<file path="src/rtl/sys_defs.sv">
// Shared definitions for the ALU reservation station: widths, function codes,
// entry and dispatch packet layouts.
// Pure declarations; no timing or flow control lives here.
package sys_defs;

  localparam int XLEN        = 32;
  localparam int PRF_LEN     = 6;
  localparam int ROB_LEN     = 5;
  localparam int FUNC_LEN    = 5;
  localparam int RS_ALU_SIZE = 8;

  typedef enum logic [FUNC_LEN-1:0] {
    ALU_ADD  = 5'h00,
    ALU_SUB  = 5'h01,
    ALU_AND  = 5'h02,
    ALU_OR   = 5'h03,
    ALU_XOR  = 5'h04,
    ALU_SLL  = 5'h05,
    ALU_SRL  = 5'h06,
    ALU_SRA  = 5'h07,
    ALU_SLT  = 5'h08,
    ALU_SLTU = 5'h09
  } ALU_FUNC;

  // One reservation station slot.
  typedef struct packed {
    logic                valid;
    logic [FUNC_LEN-1:0] func;
    logic                opa_ready;
    logic [XLEN-1:0]     opa_value;
    logic [PRF_LEN-1:0]  opa_preg;
    logic                opb_ready;
    logic [XLEN-1:0]     opb_value;
    logic [PRF_LEN-1:0]  opb_preg;
    logic [PRF_LEN-1:0]  dest_preg;
    logic [ROB_LEN-1:0]  rob_idx;
    logic [XLEN-1:0]     PC;
  } RS_ALU_ENTRY;

  // Everything dispatch hands over in one cycle.
  typedef struct packed {
    logic                valid;
    logic [FUNC_LEN-1:0] func;
    logic                opa_ready;
    logic [XLEN-1:0]     opa_value;
    logic [PRF_LEN-1:0]  opa_preg;
    logic                opb_ready;
    logic [XLEN-1:0]     opb_value;
    logic [PRF_LEN-1:0]  opb_preg;
    logic [PRF_LEN-1:0]  dest_preg;
    logic [ROB_LEN-1:0]  rob_idx;
    logic [XLEN-1:0]     PC;
  } RS_ALU_DISPATCH_PACKET;

  // True when a still-waiting operand is satisfied by this cycle's CDB broadcast.
  function automatic logic cdb_hit(input logic               op_ready,
                                   input logic [PRF_LEN-1:0] op_preg,
                                   input logic               cdb_valid,
                                   input logic [PRF_LEN-1:0] cdb_preg);
    return !op_ready && cdb_valid && (op_preg == cdb_preg);
  endfunction

endpackage

</file>
<file path="src/rtl/rs_psel.sv">
// Lowest-index priority selector: one-hot grant of the lowest set request bit.
// Purely combinational, zero latency.
// No flow control; empty flags that no request bit is set.
module rs_psel #(
  parameter int N = 8
) (
  input  logic [N-1:0] req,
  output logic [N-1:0] gnt,
  output logic         empty
);

  logic found;

  // Scan upward and grant only the first requester seen.
  always_comb begin
    gnt   = '0;
    found = 1'b0;
    for (int i = 0; i < N; i++) begin
      if (req[i] && !found) begin
        gnt[i] = 1'b1;
        found  = 1'b1;
      end
    end
    empty = !found;
  end

endmodule

</file>
<file path="src/rtl/rs_alu.sv">
// ALU reservation station: holds dispatched ops until operands arrive via CDB snoop.
// Ready op issues combinationally from entry state; wakeup-to-issue is one cycle.
// issue_valid/issue_ready handshake holds the presented entry; dispatch gated by registered rs_full.
module rs_alu
  import sys_defs::*;
#(
  parameter int RS_SIZE = RS_ALU_SIZE
) (
  input  logic                     clock,
  input  logic                     reset,
  input  logic                     squash,
  input  logic                     dispatch_valid,
  input  logic [FUNC_LEN-1:0]      dispatch_func,
  input  logic                     dispatch_opa_ready,
  input  logic [XLEN-1:0]          dispatch_opa_value,
  input  logic [PRF_LEN-1:0]       dispatch_opa_preg,
  input  logic                     dispatch_opb_ready,
  input  logic [XLEN-1:0]          dispatch_opb_value,
  input  logic [PRF_LEN-1:0]       dispatch_opb_preg,
  input  logic [PRF_LEN-1:0]       dispatch_dest_preg,
  input  logic [ROB_LEN-1:0]       dispatch_rob_idx,
  input  logic [XLEN-1:0]          dispatch_PC,
  input  logic                     cdb_broadcast_valid,
  input  logic [PRF_LEN-1:0]       cdb_dest_preg_idx,
  input  logic [XLEN-1:0]          cdb_broadcast_value,
  input  logic                     issue_ready,
  output logic                     issue_valid,
  output logic [FUNC_LEN-1:0]      issue_func,
  output logic [XLEN-1:0]          issue_opa,
  output logic [XLEN-1:0]          issue_opb,
  output logic [PRF_LEN-1:0]       issue_dest_preg,
  output logic [ROB_LEN-1:0]       issue_rob_idx,
  output logic [XLEN-1:0]          issue_PC,
  output logic                     rs_full,
  output logic [$clog2(RS_SIZE):0] rs_count
);

  localparam int CNT_W = $clog2(RS_SIZE) + 1;

  RS_ALU_ENTRY           entries_q [RS_SIZE];
  RS_ALU_ENTRY           entries_d [RS_SIZE];
  logic [CNT_W-1:0]      count_q, count_d;
  logic                  full_q, full_d;

  RS_ALU_DISPATCH_PACKET disp_pkt;
  RS_ALU_ENTRY           new_entry;
  RS_ALU_ENTRY           sel_entry;

  logic [RS_SIZE-1:0]    free_req, alloc_gnt;
  logic [RS_SIZE-1:0]    ready_req, issue_gnt;
  logic                  alloc_empty, issue_empty;
  logic                  alloc, issue_fire;

  // Bundle the dispatch inputs into one packet.
  always_comb begin
    disp_pkt.valid     = dispatch_valid;
    disp_pkt.func      = dispatch_func;
    disp_pkt.opa_ready = dispatch_opa_ready;
    disp_pkt.opa_value = dispatch_opa_value;
    disp_pkt.opa_preg  = dispatch_opa_preg;
    disp_pkt.opb_ready = dispatch_opb_ready;
    disp_pkt.opb_value = dispatch_opb_value;
    disp_pkt.opb_preg  = dispatch_opb_preg;
    disp_pkt.dest_preg = dispatch_dest_preg;
    disp_pkt.rob_idx   = dispatch_rob_idx;
    disp_pkt.PC        = dispatch_PC;
  end

  // Request vectors: free slots for allocation, fully-ready slots for issue.
  always_comb begin
    free_req  = '0;
    ready_req = '0;
    for (int i = 0; i < RS_SIZE; i++) begin
      free_req[i]  = !entries_q[i].valid;
      ready_req[i] = entries_q[i].valid && entries_q[i].opa_ready && entries_q[i].opb_ready;
    end
  end

  rs_psel #(.N(RS_SIZE)) u_alloc_sel (
    .req   (free_req),
    .gnt   (alloc_gnt),
    .empty (alloc_empty)
  );

  rs_psel #(.N(RS_SIZE)) u_issue_sel (
    .req   (ready_req),
    .gnt   (issue_gnt),
    .empty (issue_empty)
  );

  // Mux the granted entry onto the issue port; all-zero when nothing is ready.
  always_comb begin
    sel_entry = '0;
    for (int i = 0; i < RS_SIZE; i++) begin
      if (issue_gnt[i]) begin
        sel_entry = entries_q[i];
      end
    end
  end

  assign issue_valid     = !issue_empty && !squash;
  assign issue_func      = sel_entry.func;
  assign issue_opa       = sel_entry.opa_value;
  assign issue_opb       = sel_entry.opb_value;
  assign issue_dest_preg = sel_entry.dest_preg;
  assign issue_rob_idx   = sel_entry.rob_idx;
  assign issue_PC        = sel_entry.PC;

  assign issue_fire = issue_valid && issue_ready;
  // rs_full is the registered view, so a slot freed this cycle cannot be refilled until next cycle.
  assign alloc      = disp_pkt.valid && !full_q && !alloc_empty && !squash;

  // Build the incoming entry, capturing a same-cycle CDB broadcast so no wakeup is lost.
  always_comb begin
    new_entry.valid     = 1'b1;
    new_entry.func      = disp_pkt.func;
    new_entry.opa_ready = disp_pkt.opa_ready;
    new_entry.opa_value = disp_pkt.opa_value;
    new_entry.opa_preg  = disp_pkt.opa_preg;
    new_entry.opb_ready = disp_pkt.opb_ready;
    new_entry.opb_value = disp_pkt.opb_value;
    new_entry.opb_preg  = disp_pkt.opb_preg;
    new_entry.dest_preg = disp_pkt.dest_preg;
    new_entry.rob_idx   = disp_pkt.rob_idx;
    new_entry.PC        = disp_pkt.PC;
    if (cdb_hit(disp_pkt.opa_ready, disp_pkt.opa_preg, cdb_broadcast_valid, cdb_dest_preg_idx)) begin
      new_entry.opa_ready = 1'b1;
      new_entry.opa_value = cdb_broadcast_value;
    end
    if (cdb_hit(disp_pkt.opb_ready, disp_pkt.opb_preg, cdb_broadcast_valid, cdb_dest_preg_idx)) begin
      new_entry.opb_ready = 1'b1;
      new_entry.opb_value = cdb_broadcast_value;
    end
  end

  // Per-entry next state: wakeup, free on issue, allocate, then squash overrides validity.
  always_comb begin
    for (int i = 0; i < RS_SIZE; i++) begin
      entries_d[i] = entries_q[i];
      if (entries_q[i].valid) begin
        if (cdb_hit(entries_q[i].opa_ready, entries_q[i].opa_preg,
                    cdb_broadcast_valid, cdb_dest_preg_idx)) begin
          entries_d[i].opa_ready = 1'b1;
          entries_d[i].opa_value = cdb_broadcast_value;
        end
        if (cdb_hit(entries_q[i].opb_ready, entries_q[i].opb_preg,
                    cdb_broadcast_valid, cdb_dest_preg_idx)) begin
          entries_d[i].opb_ready = 1'b1;
          entries_d[i].opb_value = cdb_broadcast_value;
        end
      end
      if (issue_fire && issue_gnt[i]) begin
        entries_d[i].valid = 1'b0;
      end
      if (alloc && alloc_gnt[i]) begin
        entries_d[i] = new_entry;
      end
      if (squash) begin
        entries_d[i].valid = 1'b0;
      end
    end
  end

  // Occupancy: net of this cycle's allocation and issue; squash empties the station.
  always_comb begin
    if (squash) begin
      count_d = '0;
    end else begin
      count_d = count_q + CNT_W'(alloc) - CNT_W'(issue_fire);
    end
    full_d = (count_d == CNT_W'(RS_SIZE));
  end

  // State registers with asynchronous clear.
  always_ff @(posedge clock or negedge reset) begin
    if (!reset) begin
      for (int i = 0; i < RS_SIZE; i++) begin
        entries_q[i] <= '0;
      end
      count_q <= '0;
      full_q  <= 1'b0;
    end else begin
      for (int i = 0; i < RS_SIZE; i++) begin
        entries_q[i] <= entries_d[i];
      end
      count_q <= count_d;
      full_q  <= full_d;
    end
  end

  assign rs_full  = full_q;
  assign rs_count = count_q;

endmodule

</file>
<file path="config.mk">
export PLATFORM = sky130hd
export DESIGN_NAME = rs_alu
export DESIGN_NICKNAME = d
export VERILOG_FILES = /design/src/rtl/sys_defs.sv /design/src/rtl/rs_psel.sv /design/src/rtl/rs_alu.sv
export SDC_FILE = /design/constraint.sdc
export NUM_CORES = 2
export LEC_CHECK = 0
export CAP_MARGIN = 30
export CELL_PAD_IN_SITES_DETAIL_PLACEMENT = 0
export CELL_PAD_IN_SITES_GLOBAL_PLACEMENT = 1
export CORE_MARGIN = 3
export CORE_UTILIZATION = 30
export DETAILED_ROUTE_END_ITERATION = 6
export PLACE_DENSITY_LB_ADDON = 0.1
export RECOVER_POWER = 100
export SETUP_SLACK_MARGIN = 0.3
export SLEW_MARGIN = 30
export SYNTH_ARGS = -nofsm -noshare
export SYNTH_HDL_FRONTEND = slang
export SYNTH_SLANG_ARGS = --single-unit
export TNS_END_PERCENT = 5
</file>
<file path="constraint.sdc">
create_clock -name clock -period 3.6 [get_ports clock]
set_clock_uncertainty 0.2 [all_clocks]
set_input_delay 0.9 -clock clock [delete_from_list [all_inputs] [get_ports clock]]
set_output_delay 0.9 -clock clock [all_outputs]
set_load 0.01 [all_outputs]
</file>
==> run summary <==
Outcome -> finished with violations
Failing checks -> setup timing
Asr flop ratio synth -> 100%
Fin nets -> 5614
Post-DR wirelength/cell -> 31.2 um
Unrepaired setup endpoints after global routing -> yes
CP Launch Point -> entries_q[628]
Mapped Area -> 0.0501 mm^2
Vias in the first global route -> 45294
Root buffer cell -> clkbuf_16
Crit-path max FO -> 11
Hold Vio Cnt, Final -> 0
Core area -> 0.166 mm^2
Metal3 WL -> 12600 um
# port buffers -> 287
Die H -> 415 um
Pleak -> 29.4 nW
DRC -> 0
TritonCTS clock tree -> built
# rows -> 149
Post-synthesis cell type count -> 65
ANT nets after route -> 0
DR top layer -> met5
Number of DRC markers in iteration 0 -> 4093
Die area -> 0.172 mm^2
Post-Syn Nets -> 5060
Max-cap viol count -> 0
DP Cell Count -> 7378
P&R area growth vs syn -> 32.5%
CP Launch Type -> register
Clock slew at reported path FFs -> 50 ps
Post-synth top area share -> 51.0%
Total Routed Length -> 241000 um
Met2 wire length -> 113000 um
Initial antenna violation count -> 32
Max rail drop VDD -> 0.465 mV
Setup violators final -> 543
Gpl congestion -> 0.825
Router iterations before antenna repair -> 6
Post-synth top area cell -> dfrtp_1
Worst Reg2Reg Path Length in Cells -> 7
Gr usage total -> 27.5%
Global-route wire length before repair -> 348000 um
Least-Margin Pin Slew -> 1430 ps
RR Startpoint -> rs_full
WP data arrival -> 2930 ps
Post-synth EDFFs -> 0
Finished Layout Cells -> 7740
Max H-tree Level -> 4
Finished Cell Area -> 0.0665 mm^2
Initial Util -> 30.3%
Longest Clk Path Bufs -> 3
Largest net degree at the start of global routing -> 93
Syn avg cell area -> 10.3 um^2
Top post-synthesis cells by area -> dfrtp_1 51%, nand2_1 7.1%, mux2_2 5.4%, o21a_1 3.9%, o221a_2 3.6%
Fill count -> 16271
Reg2reg setup slack -> 30 ps
Hold crit path type -> register to register
Via Count -> 44314
Sequential cell area -> 0.0255 mm^2
Fmax -> 248 MHz
Crit share post-route -> 112%
Post-Place Cell Area -> 0.0605 mm^2
FF+latch count, synth -> 1021
Die width -> 415 um
Area occupied by multi-input gates -> 0.0237 mm^2
Hold Path End -> entries_q[791]
Cells after Synth -> 4885
PnR worst setup slack -> -434 ps
Dpl hpwl -> 155000 um
CTS Buf Count -> 131
Critical path type -> register to output pin
Clock Latency Late Sink -> 760 ps
Hold path start -> entries_q[791]
CP endpoint kind -> output pin
CTS sink cnt -> 1021
Slew HR -> 4.74%
Vias/cell -> 5.73
PwrDens -> 546 mW/mm^2
WL met1 -> 106000 um
Syn. warnings -> 0
Overflow after GRT -> 0
Io pins -> 288
Req. time, crit path -> 2500 ps
Fin crit period -> 4030 ps
Layout cell share with drive strength beyond 1 -> 27.7%
Reg2reg end -> entries_q[76]
Max Transition Viols Final -> 0
Sequential share of the synthesized area -> 51.0%
Hold path depth -> 2
Top_reg_cell synth -> dfrtp_1
-- logic make-up after synthesis --
| logic type | count (synthesis) | synth area share [%] |
|---|---|---|
| buffers and inverters | 546 | 4.41 |
| flip-flops | 1021 | 51.0 |
| AND/OR/NAND/NOR | 1375 | 12.2 |
| AO/OA/AOI/OAI | 1556 | 24.3 |
| XOR/XNOR | 111 | 1.94 |
| multiplexers | 271 | 6.01 |
| adder cells (fa/ha/maj) | 5 | 0.140 |
-- sequential cells by signal, summed over array words and instances, names as in the netlist --
name / cells
entries_q: 1016
rs_count: 4
rs_full: 1
-- final cells by class --
type	instances	area share [%]
sequential	1021	38.4
multi-input combinational	3318	35.6
timing repair buffer	925	15.0
clock buffer	206	6.03
tap	2189	4.12
clock inverter	27	0.555
inverter	42	0.237
antenna	12	0.0452
-- cells in the mapped netlist (28+ instances only) --
library cell and count:
dfrtp_1 1021, o221a_2 160, nand3_1 66, a31oi_1 32
o32ai_1 65, mux2_2 239, nand2b_1 69, o21a_1 258
nor2_1 53, a22o_1 134, o22a_1 160, buf_2 72
mux2i_1 32, a21oi_1 183, nand2_1 943, buf_1 38
clkbuf_1 382, o32a_1 96, o22ai_1 50, a221oi_1 28
xnor2_1 84, inv_1 42, a22oi_1 144, o21ai_0 136
nand4_1 66, or3_1 100
-- power by group --
group          internal, mW  switching, mW  total, mW
Sequential             13.6           1.23       14.8
Clock                  8.08           5.46       13.5
Combinational          3.86           4.06       7.93
Total                  25.5           10.8       36.3
-- through the flow --
step / hold slack (ps) / TNS [ps] / utilization [%] / setup WS, ps / total power [mW]
2_1_floorplan: 240 / 0 / - / 316 / 18.8
3_3_place_gp: 256 / -13890 / 36.5 / -152 / 22.6
3_5_place_dp: 258 / -16400 / 36.5 / -219 / 22.7
4_1_cts: 273 / -37170 / 40.2 / -482 / 36.5
5_1_grt: 291 / -144930 / 40.1 / -487 / 37.9
6_report: 272 / -94960 / 40.1 / -434 / 36.3
-- cells in the final DEF (no fill, tap or decap), types with 96 or more instances in the layout --
master	instances
dfrtp_1	1021
nand2_1	932
buf_4	331
o21a_1	258
mux2_2	239
clkdlybuf4s50_1	167
buf_12	165
o221a_2	160
o22a_1	160
a21oi_1	158
clkbuf_16	136
a22o_1	132
or3_1	98
o21ai_0	97
o32a_1	96
-- metal layers --
layer / global-route usage (%) / up-vias
met3: 4.16 / 395
met4: 9.54 / 4
met2: 44.8 / 1471
li1: - / 19133
met1: 37.1 / 23311
met5: 0 / -
-- worst max-delay path by stage --
stage	cells past startpoint	to	slack, ps
after detailed placement	9	issue_rob_idx[2]	-220
after floorplan	11	rs_full	320
after CTS	9	issue_PC[1]	-480
final	9	issue_opb[26]	-430
after global routing	12	issue_opa[5]	-490
after global placement	9	issue_rob_idx[2]	-150
-- worst max-delay path, cell delays in order, from the launching register on --
cell and delay (ps):
dfrtp_1 400, and3_4 290, buf_6 130, buf_12 140
nand3_1 110, a21o_1 190, a32o_1 290, a22oi_2 230
buf_6 150, clkdlybuf4s15_2 220
-- repair_timing --
| item | in CTS | in global routing |
|---|---|---|
| hold endpoints to repair | 18 | 0 |
| setup endpoints to repair | 116 | 116 |
| cloned | 15 | 0 |
| pin swaps | 123 | 55 |
| setup buffers | 79 | 22 |
| hold buffers | 1 | 0 |
| gates resized for setup | 623 | 132 |
No activity file was read; power rests on OpenSTA's default activity.
